[src/rtl/uart_pkg.sv]
// Shared UART definitions: receiver state encoding, legal parameter ranges
// and a parity helper.
package uart_pkg;

    typedef enum logic [2:0] {
        IDLE   = 3'd0,
        START  = 3'd1,
        DATA   = 3'd2,
        PARITY = 3'd3,
        STOP   = 3'd4
    } uart_state_e;

    localparam int DATA_BITS_MIN  = 5;
    localparam int DATA_BITS_MAX  = 8;
    localparam int STOP_BITS_MIN  = 1;
    localparam int STOP_BITS_MAX  = 2;
    localparam int OVERSAMPLE_MIN = 4;

    // Even-parity reduction of a data byte (unused upper bits must be zero).
    function automatic logic parity_of(input logic [7:0] d);
        return ^d;
    endfunction

endpackage

[src/rtl/uart_sync2.sv]
// Two-flop synchronizer for an asynchronous single-bit input, with a
// configurable reset value so idle-high and idle-low lines both fit.
module uart_sync2 #(
    parameter logic RESET_VAL = 1'b1
) (
    input  logic clk,
    input  logic rst_n,
    input  logic d,
    output logic q
);

    logic meta_q, meta_d;
    logic sync_q, sync_d;

    // Next values of the two synchronizer stages.
    always_comb begin
        meta_d = d;
        sync_d = meta_q;
    end

    // Synchronizer stage registers.
    always_ff @(posedge clk or negedge rst_n) begin
        if (!rst_n) begin
            meta_q <= RESET_VAL;
            sync_q <= RESET_VAL;
        end else begin
            meta_q <= meta_d;
            sync_q <= sync_d;
        end
    end

    assign q = sync_q;

endmodule

[src/rtl/uart_rx_os.sv]
// Oversampling UART receiver: mid-bit sampling, LSB-first data, optional
// parity, 1-2 stop bits, valid/ready output register with error flags.
module uart_rx_os
    import uart_pkg::*;
#(
    parameter int DATA_BITS  = 8,
    parameter int OVERSAMPLE = 16,
    parameter int PARITY_EN  = 0,
    parameter int PARITY_ODD = 0,
    parameter int STOP_BITS  = 1
) (
    input  logic       clk,
    input  logic       rst_n,
    input  logic       baud_tick,
    input  logic       rx,
    output logic [7:0] data_out,
    output logic       rx_valid,
    input  logic       rx_ready,
    output logic       parity_err,
    output logic       frame_err,
    output logic       overrun,
    output logic       busy
);

    localparam int CNT_W = $clog2(OVERSAMPLE);
    localparam logic [CNT_W-1:0] SAMP_HALF = CNT_W'(OVERSAMPLE / 2 - 1);
    localparam logic [CNT_W-1:0] SAMP_LAST = CNT_W'(OVERSAMPLE - 1);
    localparam logic [2:0]       DATA_LAST = 3'(DATA_BITS - 1);
    localparam logic [2:0]       STOP_LAST = 3'(STOP_BITS - 1);

    if (DATA_BITS < DATA_BITS_MIN || DATA_BITS > DATA_BITS_MAX) begin : g_bad_data_bits
        $error("uart_rx_os: DATA_BITS must be 5..8");
    end
    if (STOP_BITS < STOP_BITS_MIN || STOP_BITS > STOP_BITS_MAX) begin : g_bad_stop_bits
        $error("uart_rx_os: STOP_BITS must be 1 or 2");
    end
    if (OVERSAMPLE < OVERSAMPLE_MIN || (OVERSAMPLE % 2) != 0) begin : g_bad_oversample
        $error("uart_rx_os: OVERSAMPLE must be even and at least 4");
    end

    logic rx_s;
    logic load_s;

    uart_state_e      state_q, state_d;
    logic [CNT_W-1:0] samp_q, samp_d;
    logic [2:0]       bit_q, bit_d;
    logic [7:0]       shift_q, shift_d;
    logic             perr_q, perr_d;
    logic             ferr_q, ferr_d;
    logic [7:0]       data_out_q, data_out_d;
    logic             valid_q, valid_d;
    logic             pe_q, pe_d;
    logic             fe_q, fe_d;
    logic             ovr_q, ovr_d;
    logic             busy_q, busy_d;

    uart_sync2 #(.RESET_VAL(1'b1)) u_sync (
        .clk   (clk),
        .rst_n (rst_n),
        .d     (rx),
        .q     (rx_s)
    );

    // Frame FSM: advances only on baud_tick; after the start check the
    // counter is re-zeroed so every later wrap lands mid-bit.
    always_comb begin
        state_d = state_q;
        samp_d  = samp_q;
        bit_d   = bit_q;
        shift_d = shift_q;
        perr_d  = perr_q;
        ferr_d  = ferr_q;
        load_s  = 1'b0;
        if (baud_tick) begin
            case (state_q)
                IDLE: begin
                    if (!rx_s) begin
                        samp_d  = {CNT_W{1'b0}};
                        bit_d   = 3'd0;
                        shift_d = 8'h00;
                        perr_d  = 1'b0;
                        ferr_d  = 1'b0;
                        state_d = START;
                    end else begin
                        state_d = IDLE;
                    end
                end
                START: begin
                    if (samp_q == SAMP_HALF) begin
                        samp_d  = {CNT_W{1'b0}};
                        state_d = rx_s ? IDLE : DATA;
                    end else begin
                        samp_d = samp_q + 1'b1;
                    end
                end
                DATA: begin
                    if (samp_q == SAMP_LAST) begin
                        samp_d         = {CNT_W{1'b0}};
                        shift_d[bit_q] = rx_s;
                        if (bit_q == DATA_LAST) begin
                            bit_d   = 3'd0;
                            state_d = (PARITY_EN != 0) ? PARITY : STOP;
                        end else begin
                            bit_d = bit_q + 3'd1;
                        end
                    end else begin
                        samp_d = samp_q + 1'b1;
                    end
                end
                PARITY: begin
                    if (samp_q == SAMP_LAST) begin
                        samp_d  = {CNT_W{1'b0}};
                        perr_d  = (parity_of(shift_q) ^ rx_s) != 1'(PARITY_ODD);
                        state_d = STOP;
                    end else begin
                        samp_d = samp_q + 1'b1;
                    end
                end
                STOP: begin
                    if (samp_q == SAMP_LAST) begin
                        samp_d = {CNT_W{1'b0}};
                        ferr_d = ferr_q | ~rx_s;
                        if (bit_q == STOP_LAST) begin
                            bit_d   = 3'd0;
                            load_s  = 1'b1;
                            state_d = IDLE;
                        end else begin
                            bit_d = bit_q + 3'd1;
                        end
                    end else begin
                        samp_d = samp_q + 1'b1;
                    end
                end
                default: begin
                    state_d = IDLE;
                end
            endcase
        end else begin
            state_d = state_q;
        end
    end

    // Output register: a load always wins over a same-cycle accept.
    always_comb begin
        data_out_d = data_out_q;
        valid_d    = valid_q;
        pe_d       = pe_q;
        fe_d       = fe_q;
        ovr_d      = 1'b0;
        busy_d     = (state_d != IDLE);
        if (load_s) begin
            data_out_d = shift_q;
            valid_d    = 1'b1;
            pe_d       = perr_q;
            fe_d       = ferr_d;
            ovr_d      = valid_q & ~rx_ready;
        end else if (valid_q && rx_ready) begin
            valid_d = 1'b0;
        end else begin
            valid_d = valid_q;
        end
    end

    // State, counters and output registers.
    always_ff @(posedge clk or negedge rst_n) begin
        if (!rst_n) begin
            state_q    <= IDLE;
            samp_q     <= {CNT_W{1'b0}};
            bit_q      <= 3'd0;
            shift_q    <= 8'h00;
            perr_q     <= 1'b0;
            ferr_q     <= 1'b0;
            data_out_q <= 8'h00;
            valid_q    <= 1'b0;
            pe_q       <= 1'b0;
            fe_q       <= 1'b0;
            ovr_q      <= 1'b0;
            busy_q     <= 1'b0;
        end else begin
            state_q    <= state_d;
            samp_q     <= samp_d;
            bit_q      <= bit_d;
            shift_q    <= shift_d;
            perr_q     <= perr_d;
            ferr_q     <= ferr_d;
            data_out_q <= data_out_d;
            valid_q    <= valid_d;
            pe_q       <= pe_d;
            fe_q       <= fe_d;
            ovr_q      <= ovr_d;
            busy_q     <= busy_d;
        end
    end

    assign data_out   = data_out_q;
    assign rx_valid   = valid_q;
    assign parity_err = pe_q;
    assign frame_err  = fe_q;
    assign overrun    = ovr_q;
    assign busy       = busy_q;

endmodule

[config.mk]
export PLATFORM = sky130hd
export DESIGN_NAME = uart_rx_os
export DESIGN_NICKNAME = d
export VERILOG_FILES = /design/src/rtl/uart_pkg.sv /design/src/rtl/uart_sync2.sv /design/src/rtl/uart_rx_os.sv
export SDC_FILE = /design/constraint.sdc
export NUM_CORES = 1
export LEC_CHECK = 0
export ABC_AREA = 0
export CAP_MARGIN = 20
export CORE_MARGIN = 2
export CORE_UTILIZATION = 41
export CTS_CLUSTER_SIZE = 10
export DETAILED_ROUTE_END_ITERATION = 12
export HOLD_SLACK_MARGIN = 0.06
export SETUP_SLACK_MARGIN = 0.15
export SYNTH_ARGS = -nofsm -noshare
export SYNTH_HDL_FRONTEND = slang
export SYNTH_SLANG_ARGS = --single-unit
[constraint.sdc]
create_clock -name clk -period 2.7 [get_ports clk]
set_input_delay 0.675 -clock clk [delete_from_list [all_inputs] [get_ports clk]]
set_output_delay 0.675 -clock clk [all_outputs]
set_load 0.005 [all_outputs]
Word level (Yosys, flattened, before mapping):

Cells that the tools add are included.

* register bits: 35
* input port bits: 5
* output and inout port bits: 13
* word-level logic and storage cells: 90

* add/subtract/negate cells: 2
* magnitude comparators: 2
* equal/unequal tests: 11
* muxes and demuxes: 40
* bitwise operators: 5
* reductions and logical operators: 16

Operators with widths (number)
* $mux 3: 12
* $mux 8: 2
* $pmux 8 s2: 1
* $pmux 3 s5: 1
* $mux 1: 14
* $mux 4: 3
* $pmux 4 s3: 1
* $pmux 3 s3: 1
* $reduce_bool 3->1: 3
* $bwmux 8: 1
* $ne 2x2->1 const B: 4
* $reduce_and 4->1: 2
* $reduce_xor 8->1: 1
* $eq 3x2->1 const B: 2
* $eq 3x3->1 const B: 2
* $logic_not 3->1: 2
* $reduce_bool 2->1: 3
* $reduce_and 5->1: 1
* $add 4x1->4 const B: 1
* $eq 4x3->1 const B: 1
* $eq 4x4->1 const B: 1
* $lt 3x4->1 const B: 1
* $pmux 1 s2: 2
* $add 3x1->3 const B: 1
* other kinds (11): 13

Longest topological paths before layout:

Gate-level depths: netlist of run 1.

* word-level depth: 7
* gate-level depth with buffers: 6
* depth with buffers taken out: 6

Hierarchy:

Synthesis of run 1 repeated with hierarchy kept, for this count alone.

* cell total of the unflattened synthesis: 175
* area, all modules: 1866.8 µm²

By module, submodules not included
* uart_rx_os: times used 1, cells each 173, area each 1814.2 µm², seq. area each 825.8 µm²
* uart_sync2: times used 1, cells each 2, area each 52.6 µm², seq. area each 52.6 µm²

Worst setup path after synthesis of run 1:

Ideal clock, no wire load.

* kind: register to register
* start: register samp_q[0]
* end: register shift_q[2]
* library setup time: 0.110 ns
* data arrival time: 1.811 ns
* data required time: 2.590 ns
* path slack: 0.779 ns
* cell stages (with the launch flop): 7
* path buffers: 1
* clock period less this slack: 1.921 ns
* cell sequence: dfrtp_1 -> ha_1 -> nand4_1 -> a211o_1 -> or3_1 -> buf_2 -> o41ai_1

* cells in the longest elaborated chain, start to end: 3

Ends and longest elaborated chain
* start: declaration: line uart_rx_os.sv:45 `logic [CNT_W-1:0] samp_q, samp_d;`
* start signal: assignment: line uart_rx_os.sv:168 `samp_q <= {CNT_W{1'b0}};`
* start signal: assignment: line uart_rx_os.sv:181 `samp_q <= samp_d;`
* $eq 4x4->1: line uart_rx_os.sv:97 `if (samp_q == SAMP_LAST) begin`
* $ne 2x2->1 (no source line)
* $reduce_and 4->1 (no source line)
* end signal: assignment: line uart_rx_os.sv:183 `shift_q <= shift_d;`
* end: declaration: line uart_rx_os.sv:47 `logic [7:0] shift_q, shift_d;`

No other way between the ends.
A chain may end at the register's enable or synchronous reset.

Final worst setup path of run 1:

* start: input port baud_tick
* end: register shift_q[7]

* cells in the longest elaborated chain, start to end: 1

Ends and longest elaborated chain
* start: declaration: line uart_rx_os.sv:14 `input logic baud_tick,`
* $reduce_and 4->1 (no source line)

No other way between the ends.

==> results of run 1 <==
## routing by layer
layer | vias up | global-route usage
li1 | 725 | -
met3 | 5 | 0.05345
met1 | 711 | 0.2317
met2 | 28 | 0.2767
met5 | - | 0
met4 | 0 | 0.04403
## worst max-delay path, stage by stage
cell             delay [ns]
clkdlybuf4s50_1        0.48
nand2b_1               0.10
a211o_1                0.29
or3_1                  0.49
o41ai_1                0.31
## cells by family after synthesis
logic type | after synthesis | share of synthesized area
compound gates | 57 | 0.2013
simple gates | 49 | 0.1420
flops | 35 | 0.4680
buf+inv | 22 | 0.04600
mux | 12 | 0.07133
xor+xnor | 8 | 0.04467
fa+ha+maj | 4 | 0.02667
## flip-flops by register name, indices dropped and copies added (netlist names)
name,cells
data_out,8
shift_q,8
samp_q,4
bit_q,3
state_q,3
busy,1
ferr_q,1
frame_err,1
overrun,1
parity_err,1
perr_q,1
rx_valid,1
u_sync.meta_q,1
u_sync.q,1
## per-stage QoR
stage	power [uW]	hold slack, ns	cell area (um2)	cells
after global placement	1270	0.3461	2093	248
after global routing	1896	0.3683	2206	256
final	1768	0.3572	2206	256
after floorplan	1145	0.3452	1877	187
after detailed placement	1293	0.3476	2093	248
after CTS	1777	0.3591	2206	256
## cell type report
class	instances	area (um2)
Tap cell	52	65.06
Inverter	10	37.54
Timing Repair Buffer	21	200.2
Multi-Input combinational cell	130	912.1
Clock buffer	5	68.82
Fill cell	398	2178
Clock inverter	3	43.79
Sequential cell	35	878.3
## worst max-delay path by stage
stage	startpoint	end	slack, ns	cells after the start
after floorplan	samp_q[0]$_DFFE_PN0P_	shift_q[2]$_DFFE_PN0P_	0.78	6
after global placement	baud_tick	shift_q[0]$_DFFE_PN0P_	0.29	5
after detailed placement	baud_tick	shift_q[4]$_DFFE_PN0P_	0.24	5
after CTS	baud_tick	shift_q[0]$_DFFE_PN0P_	0.51	5
after global routing	state_q[1]$_DFF_PN0_	shift_q[0]$_DFFE_PN0P_	0.37	3
final	baud_tick	shift_q[7]$_DFFE_PN0P_	0.53	5
## cell usage in the layout, fill, tap and decap left out, types with 3 or more instances in the layout
master | Yosys | layout
ha_1 | 4 | 4
nor2b_1 | 4 | 4
nand3_1 | 3 | 3
nand2b_1 | 6 | 6
nand4_1 | 3 | 3
clkdlybuf4s50_1 | 0 | 17
a21oi_1 | 11 | 11
a31oi_1 | 6 | 6
inv_1 | 10 | 10
dfrtp_1 | 33 | 33
nor2_1 | 8 | 8
xnor2_1 | 6 | 6
clkbuf_8 | 0 | 5
o21ai_1 | 4 | 4
o21ai_0 | 12 | 12
o41ai_1 | 5 | 5
buf_4 | 0 | 4
nand2_1 | 11 | 11
mux2_1 | 10 | 10
## power groups by stage
stage	Combinational, uW	Sequential (uW)	Clock (uW)
floorplan	487	658	0
global placement	515	756	0
detailed placement	531	762	0
CTS	534	753	489
global route	599	784	514
finish	532	756	480
==> summary.md, run 1 <==
| Metric | Value |
|---|---|
| Clock buffer depth | `2` |
| Critical Path Fanout Max | `8` |
| Grt ovf | `0` |
| DRC | `0` |
| Drt total wl | `3.881 mm` |
| R2R Setup Slk | `0.55 ns` |
| CP endpoint kind | `register` |
| Max-slew violations | `0` |
| Share of total power in sequential cells | `0.428` |
| Final core occ | `0.5031` |
| Cell internal pwr | `1114 uW` |
| Top post-synthesis cells by area | `dfrtp_1 44%, mux2_1 6.0%, o21ai_0 3.2%` |
| FF-to-FF End | `shift_q[7]$_DFFE_PN0P_` |
| Worst EP required | `2.88 ns` |
| Clk pwr share | `0.271` |
| Setup WS pre-CTS | `0.2405 ns` |
| Post-synth top cells | `33 x dfrtp_1, 12 x o21ai_0, 11 x a21oi_1, 11 x nand2_1` |
| Clock transition at path regs | `0.08 ns` |
| Hold worst-path end | `u_sync.q$_DFF_PN1_` |
| DR WL/cell | `15.16 um` |
| Max-cap violations | `0` |
| Clock Latency Late Sink | `0.29 ns` |
| #FFs+latches synth | `35` |
| Post-CTS Resized | `0` |
| Final Setup Violations | `0` |
| Critical path class | `in -> reg` |
| Area Overhead vs Synth | `17.53%` |
| EDFF count, synth | `0` |
| Status | `completed` |
| Post-synth top area share | `0.4400` |
| Reg2Reg Depth | `3` |
| Worst Path Arrival | `2.34 ns` |
| Root buffer cell | `clkbuf_8` |
| Vias per cell | `5.738` |
| Initial antenna violation count | `0` |
| # port buffers | `17` |
| Post-CTS Setup Repair Bufs | `0` |
| Clock Skews | `0.006283 ns` |
| Number of hold buffers added after CTS | `0` |
| Area leader, netlist | `dfrtp_1` |
| Initial Utilization | `0.4281` |
| RSZ-0062 raised after global routing | `false` |
| Worst setup slack after layout | `0.5344 ns` |
| First-pass GRT wire length | `6.996 mm` |
| Final HPWL DP | `2.711 mm` |
| Pwr dens | `801.4 mW/mm2` |
| Die H | `71.66 um` |
| Tcrit/Tclk final | `0.8021` |
| CTS tree | `done` |
| Routed met2 length | `1.779 mm` |
| Post-Syn Nets | `196` |
| Leakage power | `0.0009961 uW` |
| Syn_area_per_cell | `10.04 um2` |
| Hold_sp | `u_sync.meta_q$_DFF_PN1_` |
| Layout cells sized above 1 | `0.08333` |
| Placer Congestion | `0.8407` |
| Routed vias | `1469` |
| Clock Sinks | `35` |
| Top-count cell post-synth | `dfrtp_1` |
| Met1 wire length | `1.894 mm` |
| Post-Syn Area | `0.001877 mm2` |
| Met3 WL | `167 um` |
| Combinational share of power | `0.301` |
| Core Area | `0.004384 mm2` |
| Cell Rows | `24` |
| Post-synth ARST share | `1.000` |
| DRT iter0 DRCs | `95` |
| Num CTS Buffers | `5` |
| Setup crit start kind | `input pin` |
| Seq/Total Area, Yosys | `0.4680` |
| First-pass iteration count of the detailed router | `4` |
| Post-Syn Instances | `187` |
| Number of global-route vias before repair | `1476` |
| Final min period | `2.166 ns` |
| Sw Pwr | `654.3 uW` |
| Worst-Margin Slew | `0.5906 ns` |
| Sw frac | `0.3701` |
| Die span in x | `71.66 um` |
| Fmax | `0.4618 GHz` |
| Setup TNS | `0 ns` |
| WHS Path Cells | `0` |
| Htree depth | `2` |
| Cell variety after synth | `48` |
| Largest net degree at the start of global routing | `36` |
| Ant diodes | `0` |
| Final #Nets | `212` |
| Die ar. | `0.005134 mm2` |
| YS warnings | `0` |
| Synth Flop Type | `dfrtp_1` |
| Tot GR Track Use | `0.1737` |
| Routed Antenna Nets | `0` |
| Top Metal Used | `met4` |
| Reg-to-Reg Start | `state_q[1]$_DFF_PN0_` |
| Slew margin rel. | `0.6033` |
| Number of top-level pins | `18` |
| Final-report hold violation count | `0` |
| Worst vdd ir | `0.0004033 V` |
| Hold Crit Class | `reg -> reg` |
(Power assumes the default switching activity.)
==> inputs of run 2 (changes only) <==
Clock period 2.7 ns to 1.8 ns, I/O delays scaled along.
==> summary.md, run 2 (same netlist as run 1, synthesis figures left out) <==
| Metric | Value |
|---|---|
| Status | `completed (unchanged)` |
| Cell Rows | `24 (unchanged)` |
| RSZ-0062 raised after global routing | `true (was false)` |
| Sw frac | `0.3621 (was 0.3701)` |
| CTS tree | `done (unchanged)` |
| Worst path slowest cell | `dfrtp_1 (was or3_1)` |
| Max-cap violations | `0 (unchanged)` |
| Number of hold buffers added after CTS | `0 (unchanged)` |
| Die H | `71.66 um (unchanged)` |
| Met3 WL | `161 um (was 167 um)` |
| Max-slew violations | `0 (unchanged)` |
| Critical path class | `reg -> reg (was in -> reg)` |
| Final-report hold violation count | `0 (unchanged)` |
| Pwr dens | `1208 mW/mm2 (was 801.4 mW/mm2)` |
| Routed vias | `1624 (was 1469)` |
| DRC | `0 (unchanged)` |
| Combinational share of power | `0.477 (was 0.301)` |
| Core Area | `0.004384 mm2 (unchanged)` |
| # port buffers | `17 (unchanged)` |
| Drt total wl | `4.779 mm (was 3.881 mm)` |
| Most frequent cells in the layout | `32 x buf_4, 31 x dfrtp_1, 15 x clkdlybuf4s50_1 (was 33 x dfrtp_1, 17 x clkdlybuf4s50_1, 12 x o21ai_0)` |
| Worst path buffer plus inverter count | `1 (unchanged)` |
| Share of total power in sequential cells | `0.305 (was 0.428)` |
| Critical Path Fanout Max | `8 (unchanged)` |
| Initial Utilization | `0.4281 (unchanged)` |
| Final Setup Violations | `0 (unchanged)` |
| Worst-Margin Slew | `0.3045 ns (was 0.5906 ns)` |
| DR WL/cell | `16.31 um (was 15.16 um)` |
| Cell internal pwr | `2121 uW (was 1114 uW)` |
| Worst vdd ir | `0.0006087 V (was 0.0004033 V)` |
| Slew margin rel. | `0.7961 (was 0.6033)` |
| Sw Pwr | `1204 uW (was 654.3 uW)` |
| Cell family with most CP delay | `simple AND/OR/NAND/NOR gates (was compound AO/OA/AOI/OAI gates)` |
| Num CTS Buffers | `5 (unchanged)` |
| Final HPWL DP | `3.331 mm (was 2.711 mm)` |
| Largest net degree at the start of global routing | `36 (unchanged)` |
| CP endpoint kind | `register (unchanged)` |
| Die ar. | `0.005134 mm2 (unchanged)` |
| Ant diodes | `0 (unchanged)` |
| Final min period | `1.717 ns` |
| Area Overhead vs Synth | `46.73% (was 17.53%)` |
| Htree depth | `2 (unchanged)` |
| Final #Nets | `249 (was 212)` |
| Final core occ | `0.6281 (was 0.5031)` |
| Root buffer cell | `clkbuf_8 (unchanged)` |
| Reg-to-Reg Start | `state_q[1]$_DFF_PN0_ (unchanged)` |
| DRT iter0 DRCs | `95 (unchanged)` |
| Die span in x | `71.66 um (unchanged)` |
| Clock Latency Late Sink | `0.29 ns (about the same)` |
| Placer Congestion | `0.8328 (was 0.8407)` |
| Design Power | `3325 uW (was 1768 uW)` |
| Vias per cell | `5.543 (was 5.738)` |
| First-pass GRT wire length | `7.810 mm (was 6.996 mm)` |
| Routed met2 length | `2.323 mm (was 1.779 mm)` |
| Initial antenna violation count | `0 (unchanged)` |
| Clock Sinks | `35 (unchanged)` |
| Hold Crit Class | `reg -> reg (unchanged)` |
| Hold_sp | `u_sync.meta_q$_DFF_PN1_ (unchanged)` |
| Leakage power | `0.001325 uW (was 0.0009961 uW)` |
| Top Metal Used | `met4 (unchanged)` |
| Grt ovf | `0 (unchanged)` |
| First-pass iteration count of the detailed router | `4 (unchanged)` |
| Clock Skews | `0.009981 ns (was 0.006283 ns)` |
| Layout cells sized above 1 | `0.3734 (was 0.08333)` |
| Tot GR Track Use | `0.1966 (was 0.1737)` |
| Routed Antenna Nets | `0 (unchanged)` |
| Fmax | `0.5824 GHz` |
| Met1 wire length | `2.258 mm (was 1.894 mm)` |
| Worst EP required | `1.99 ns (was 2.88 ns)` |
| Setup crit start kind | `register (was input pin)` |
| Number of top-level pins | `18 (unchanged)` |
| CP startpoint | `state_q[1]$_DFF_PN0_ (was baud_tick)` |
| Clk pwr share | `0.218 (was 0.271)` |
| Clock buffer depth | `2 (unchanged)` |
| CP cell instances | `buf_6 > nand4_1 > a211o_1 > or3_4 > o41ai_4 (was clkdlybuf4s50_1 > nand2b_1 > a211o_1 > or3_1 > o41ai_1)` |
| Most common cell after layout, fill and taps aside | `buf_4 (was dfrtp_1)` |
| Tcrit/Tclk final | `0.9540` |
| Clock transition at path regs | `0.08 ns (about the same)` |
| Worst Path Arrival | `1.91 ns (was 2.34 ns)` |
| Number of global-route vias before repair | `1650 (was 1476)` |
| Slowest cell delay on critical path | `0.41 ns (was 0.49 ns)` |
==> run 2: changes by cell type in the layout (fill, tap and decap cells not counted), sizes merged <==
cell	change
buf	+37
clkdlybuf4s50	-2
dlygate4sd2	+1
dlymetal6s2s	+1
==> run 2: what timing repair did <==
action | 4_1_cts | 5_1_grt
resized for setup | 15 | 32
hold endpoints to repair | 0 | 0
buffers inserted | 5 | 3
pin swaps | 5 | 6
endpoints found under the setup margin | 22 | 26
==> run 2: power groups by stage <==
stage	sequential [uW]	combinational [uW]	clock, uW
global route	1030	1740	761
finish	1010	1590	724
global placement	999	1250	0
CTS	996	1420	732
floorplan	997	778	0
detailed placement	1000	1290	0
==> run 2: metal layers <==
metal,up-vias,track usage
li1,791,-
met1,799,0.2597
met2,30,0.3251
met3,4,0.04782
met4,0,0.05031
met5,-,0
==> run 2: final cells by class <==
class                           count  area (um2)
Fill cell                         366        1630
Multi-Input combinational cell    130        1136
Sequential cell                    35       880.8
Timing Repair Buffer               58       521.8
Clock buffer                        5       68.82
Tap cell                           52       65.06
Clock inverter                      3       43.79
Inverter                           10       37.54
==> run 2: final timing paths <==
check                                               to  cells after the start  slack (ns)
max in group asynchronous           u_sync.q$_DFF_PN1_                      2        1.02
worst min register to register      u_sync.q$_DFF_PN1_                      0        0.36
worst max register to register  shift_q[7]$_DFFE_PN0P_                      5        0.08
worst max-delay path            shift_q[7]$_DFFE_PN0P_                      5        0.08
min in group asynchronous         state_q[1]$_DFF_PN0_                      2        0.51
worst min-delay path                u_sync.q$_DFF_PN1_                      0        0.36
==> run 2: through the flow <==
step                hold WS, ns  std cells  setup TNS [ns]  instance area [um2]  setup slack (ns)
floorplan                0.1544        187               0                 1951           0.06419
CTS                      0.3586        290               0                 2586           0.08015
detailed placement       0.3479        277          -3.528                 2387           -0.3821
finish                   0.3583        293               0                 2754           0.08287
global route             0.3648        293               0                 2754          0.009841
global placement         0.3470        277          -3.723                 2387           -0.3092
==> inputs of run 3 (changes only) <==
Clock period 1.8 ns to 2.2 ns, I/O delays scaled along.
==> summary.md, run 3 (same netlist as run 1, synthesis figures left out) <==
| Metric | Value |
|---|---|
| Status | `completed (unchanged)` |
| Root buffer cell | `clkbuf_8 (unchanged)` |
| Clock Latency Late Sink | `0.29 ns (about the same)` |
| Worst Path Arrival | `2.09 ns (was 1.91 ns)` |
| Setup WS pre-CTS | `-0.08801 ns (was -0.3821 ns)` |
| Sw Pwr | `816.3 uW (was 1204 uW)` |
| DR WL/cell | `15.66 um (was 16.31 um)` |
| DRC | `0 (unchanged)` |
| Clock buffer depth | `2 (unchanged)` |
| Combinational share of power | `0.338 (was 0.477)` |
| Final #Nets | `221 (was 249)` |
| Most frequent cells in the layout | `33 x dfrtp_1, 17 x clkdlybuf4s50_1, 13 x buf_4 (was 32 x buf_4, 31 x dfrtp_1, 15 x clkdlybuf4s50_1)` |
| First-pass iteration count of the detailed router | `4 (unchanged)` |
| Drt total wl | `4.150 mm (was 4.779 mm)` |
| Slew margin rel. | `0.6543 (was 0.7961)` |
| Clock transition at path regs | `0.08 ns (about the same)` |
| CP endpoint kind | `register (unchanged)` |
| Initial antenna violation count | `0 (unchanged)` |
| Grt ovf | `0 (unchanged)` |
| Pwr dens | `978.0 mW/mm2 (was 1208 mW/mm2)` |
| Fmax | `0.5239 GHz (was 0.5824 GHz)` |
| Routed vias | `1523 (was 1624)` |
| Htree depth | `2 (unchanged)` |
| DP Area | `0.002153 mm2 (was 0.002387 mm2)` |
| Largest net degree at the start of global routing | `36 (unchanged)` |
| Final min period | `1.909 ns (was 1.717 ns)` |
| Placer Congestion | `0.8492 (was 0.8328)` |
| Final-report hold violation count | `0 (unchanged)` |
| DRT iter0 DRCs | `64 (was 95)` |
| Worst EP required | `2.38 ns (was 1.99 ns)` |
| # port buffers | `17 (unchanged)` |
| Number of top-level pins | `18 (unchanged)` |
| Worst setup slack after layout | `0.2911 ns (was 0.08287 ns)` |
| Setup TNS | `0 ns (unchanged)` |
| Final Setup Violations | `0 (unchanged)` |
| Clk pwr share | `0.257 (was 0.218)` |
| Tot GR Track Use | `0.1761 (was 0.1966)` |
| Sw frac | `0.3643 (was 0.3621)` |
| Fin area | `0.002291 mm2 (was 0.002754 mm2)` |
| Share of total power in sequential cells | `0.405 (was 0.305)` |
| Critical Path Fanout Max | `8 (unchanged)` |
| First-pass GRT wire length | `7.182 mm (was 7.810 mm)` |
| Final HPWL DP | `2.962 mm (was 3.331 mm)` |
| CTS tree | `done (unchanged)` |
| Leakage power | `0.001039 uW (was 0.001325 uW)` |
| Die span in x | `71.66 um (unchanged)` |
| Tcrit/Tclk final | `0.8677 (was 0.9540)` |
| Routed Antenna Nets | `0 (unchanged)` |
| Design Power | `2241 uW (was 3325 uW)` |
| Worst-Margin Slew | `0.5146 ns (was 0.3045 ns)` |
| Worst vdd ir | `0.0003889 V (was 0.0006087 V)` |
| Cell internal pwr | `1424 uW (was 2121 uW)` |
| Die H | `71.66 um (unchanged)` |
| Cell Rows | `24 (unchanged)` |
| Max-slew violations | `0 (unchanged)` |
| Fill cell count | `405 (was 366)` |
| Num CTS Buffers | `5 (unchanged)` |
| Hold Crit Class | `reg -> reg (unchanged)` |
| Layout cells sized above 1 | `0.1315 (was 0.3734)` |
| Clock Sinks | `35 (unchanged)` |
| Critical path class | `reg -> reg (unchanged)` |
| Core Area | `0.004384 mm2 (unchanged)` |
| Area Overhead vs Synth | `22.07% (was 46.73%)` |
| RSZ-0062 raised after global routing | `false (was true)` |
| Max-cap violations | `0 (unchanged)` |
| Setup crit start kind | `register (unchanged)` |
| Clock Skews | `0.006878 ns (was 0.009981 ns)` |
| Initial Utilization | `0.4281 (unchanged)` |
| Number of global-route vias before repair | `1554 (was 1650)` |
| Ant diodes | `0 (unchanged)` |
| Worst hold slack | `0.3581 ns (was 0.3583 ns)` |
| Vias per cell | `5.747 (was 5.543)` |
| Most common cell after layout, fill and taps aside | `dfrtp_1 (was buf_4)` |
| Die ar. | `0.005134 mm2 (unchanged)` |
[run 3: cell count changes in the layout (fill, tap and decap cells not counted), sizes merged]
cell	before	now
buf	41	13
clkdlybuf4s50	15	17
dlygate4sd2	1	0
dlymetal6s2s	1	0
[run 3: per-layer routing]
| metal | share of wire | global-route usage |
|---|---|---|
| met2 | 0.49 | 0.2891 |
| met1 | 0.46 | 0.2335 |
| met3 | 0.040 | 0.03938 |
| met5 | 0 | 0 |
| met4 | 0.010 | 0.05241 |
[run 3: critical path, stage by stage (launching register included)]
cell and delay (ns):
dfrtp_1 0.47, ha_4 0.22, nand4_1 0.11, a211o_1 0.33, or3_4 0.42, o41ai_1 0.25
[run 3: worst paths after layout]
path | slack, ns | from | depth (start not counted) | end
min in group asynchronous | 0.66 | rst_n | 2 | state_q[0]$_DFF_PN0_
max in group asynchronous | 1.18 | rst_n | 2 | u_sync.meta_q$_DFF_PN1_
hold / removal | 0.36 | u_sync.meta_q$_DFF_PN1_ | 0 | u_sync.q$_DFF_PN1_
setup reg to reg | 0.29 | samp_q[0]$_DFFE_PN0P_ | 5 | shift_q[6]$_DFFE_PN0P_
hold reg to reg | 0.36 | u_sync.meta_q$_DFF_PN1_ | 0 | u_sync.q$_DFF_PN1_
setup / recovery | 0.29 | samp_q[0]$_DFFE_PN0P_ | 5 | shift_q[6]$_DFFE_PN0P_
[run 3: per-stage QoR]
step / std cells / util
2_1_floorplan: 187 / -
3_3_place_gp: 256 / 0.4912
3_5_place_dp: 256 / 0.4912
4_1_cts: 264 / 0.5174
5_1_grt: 265 / 0.5225
6_report: 265 / 0.5225
[run 3: repair_timing]
item	in CTS	in global routing
resized for setup	1	2
endpoints found under the hold margin	0	0
hold buffers	0	0
pin swaps	0	1
setup endpoints to repair	7	8
setup buffers	0	1
[run 3: power by group through the flow]
stage | Clock [uW] | Sequential [uW] | Combinational (uW)
4_1_cts | 600 | 898 | 738
6_report | 577 | 907 | 756
3_3_place_gp | 0 | 903 | 709
2_1_floorplan | 0 | 807 | 598
5_1_grt | 619 | 933 | 832
3_5_place_dp | 0 | 910 | 732
[run 3: final cells by class]
type	count	area, um2	share of cell area
well taps	52	65.06	0.02840
multi-input cells	130	929.6	0.4058
inverters	10	37.54	0.01638
flip-flops and latches	35	878.3	0.3834
repair buffers	30	267.8	0.1169
clock inverters	3	43.79	0.01912
clock buffers	5	68.82	0.03004
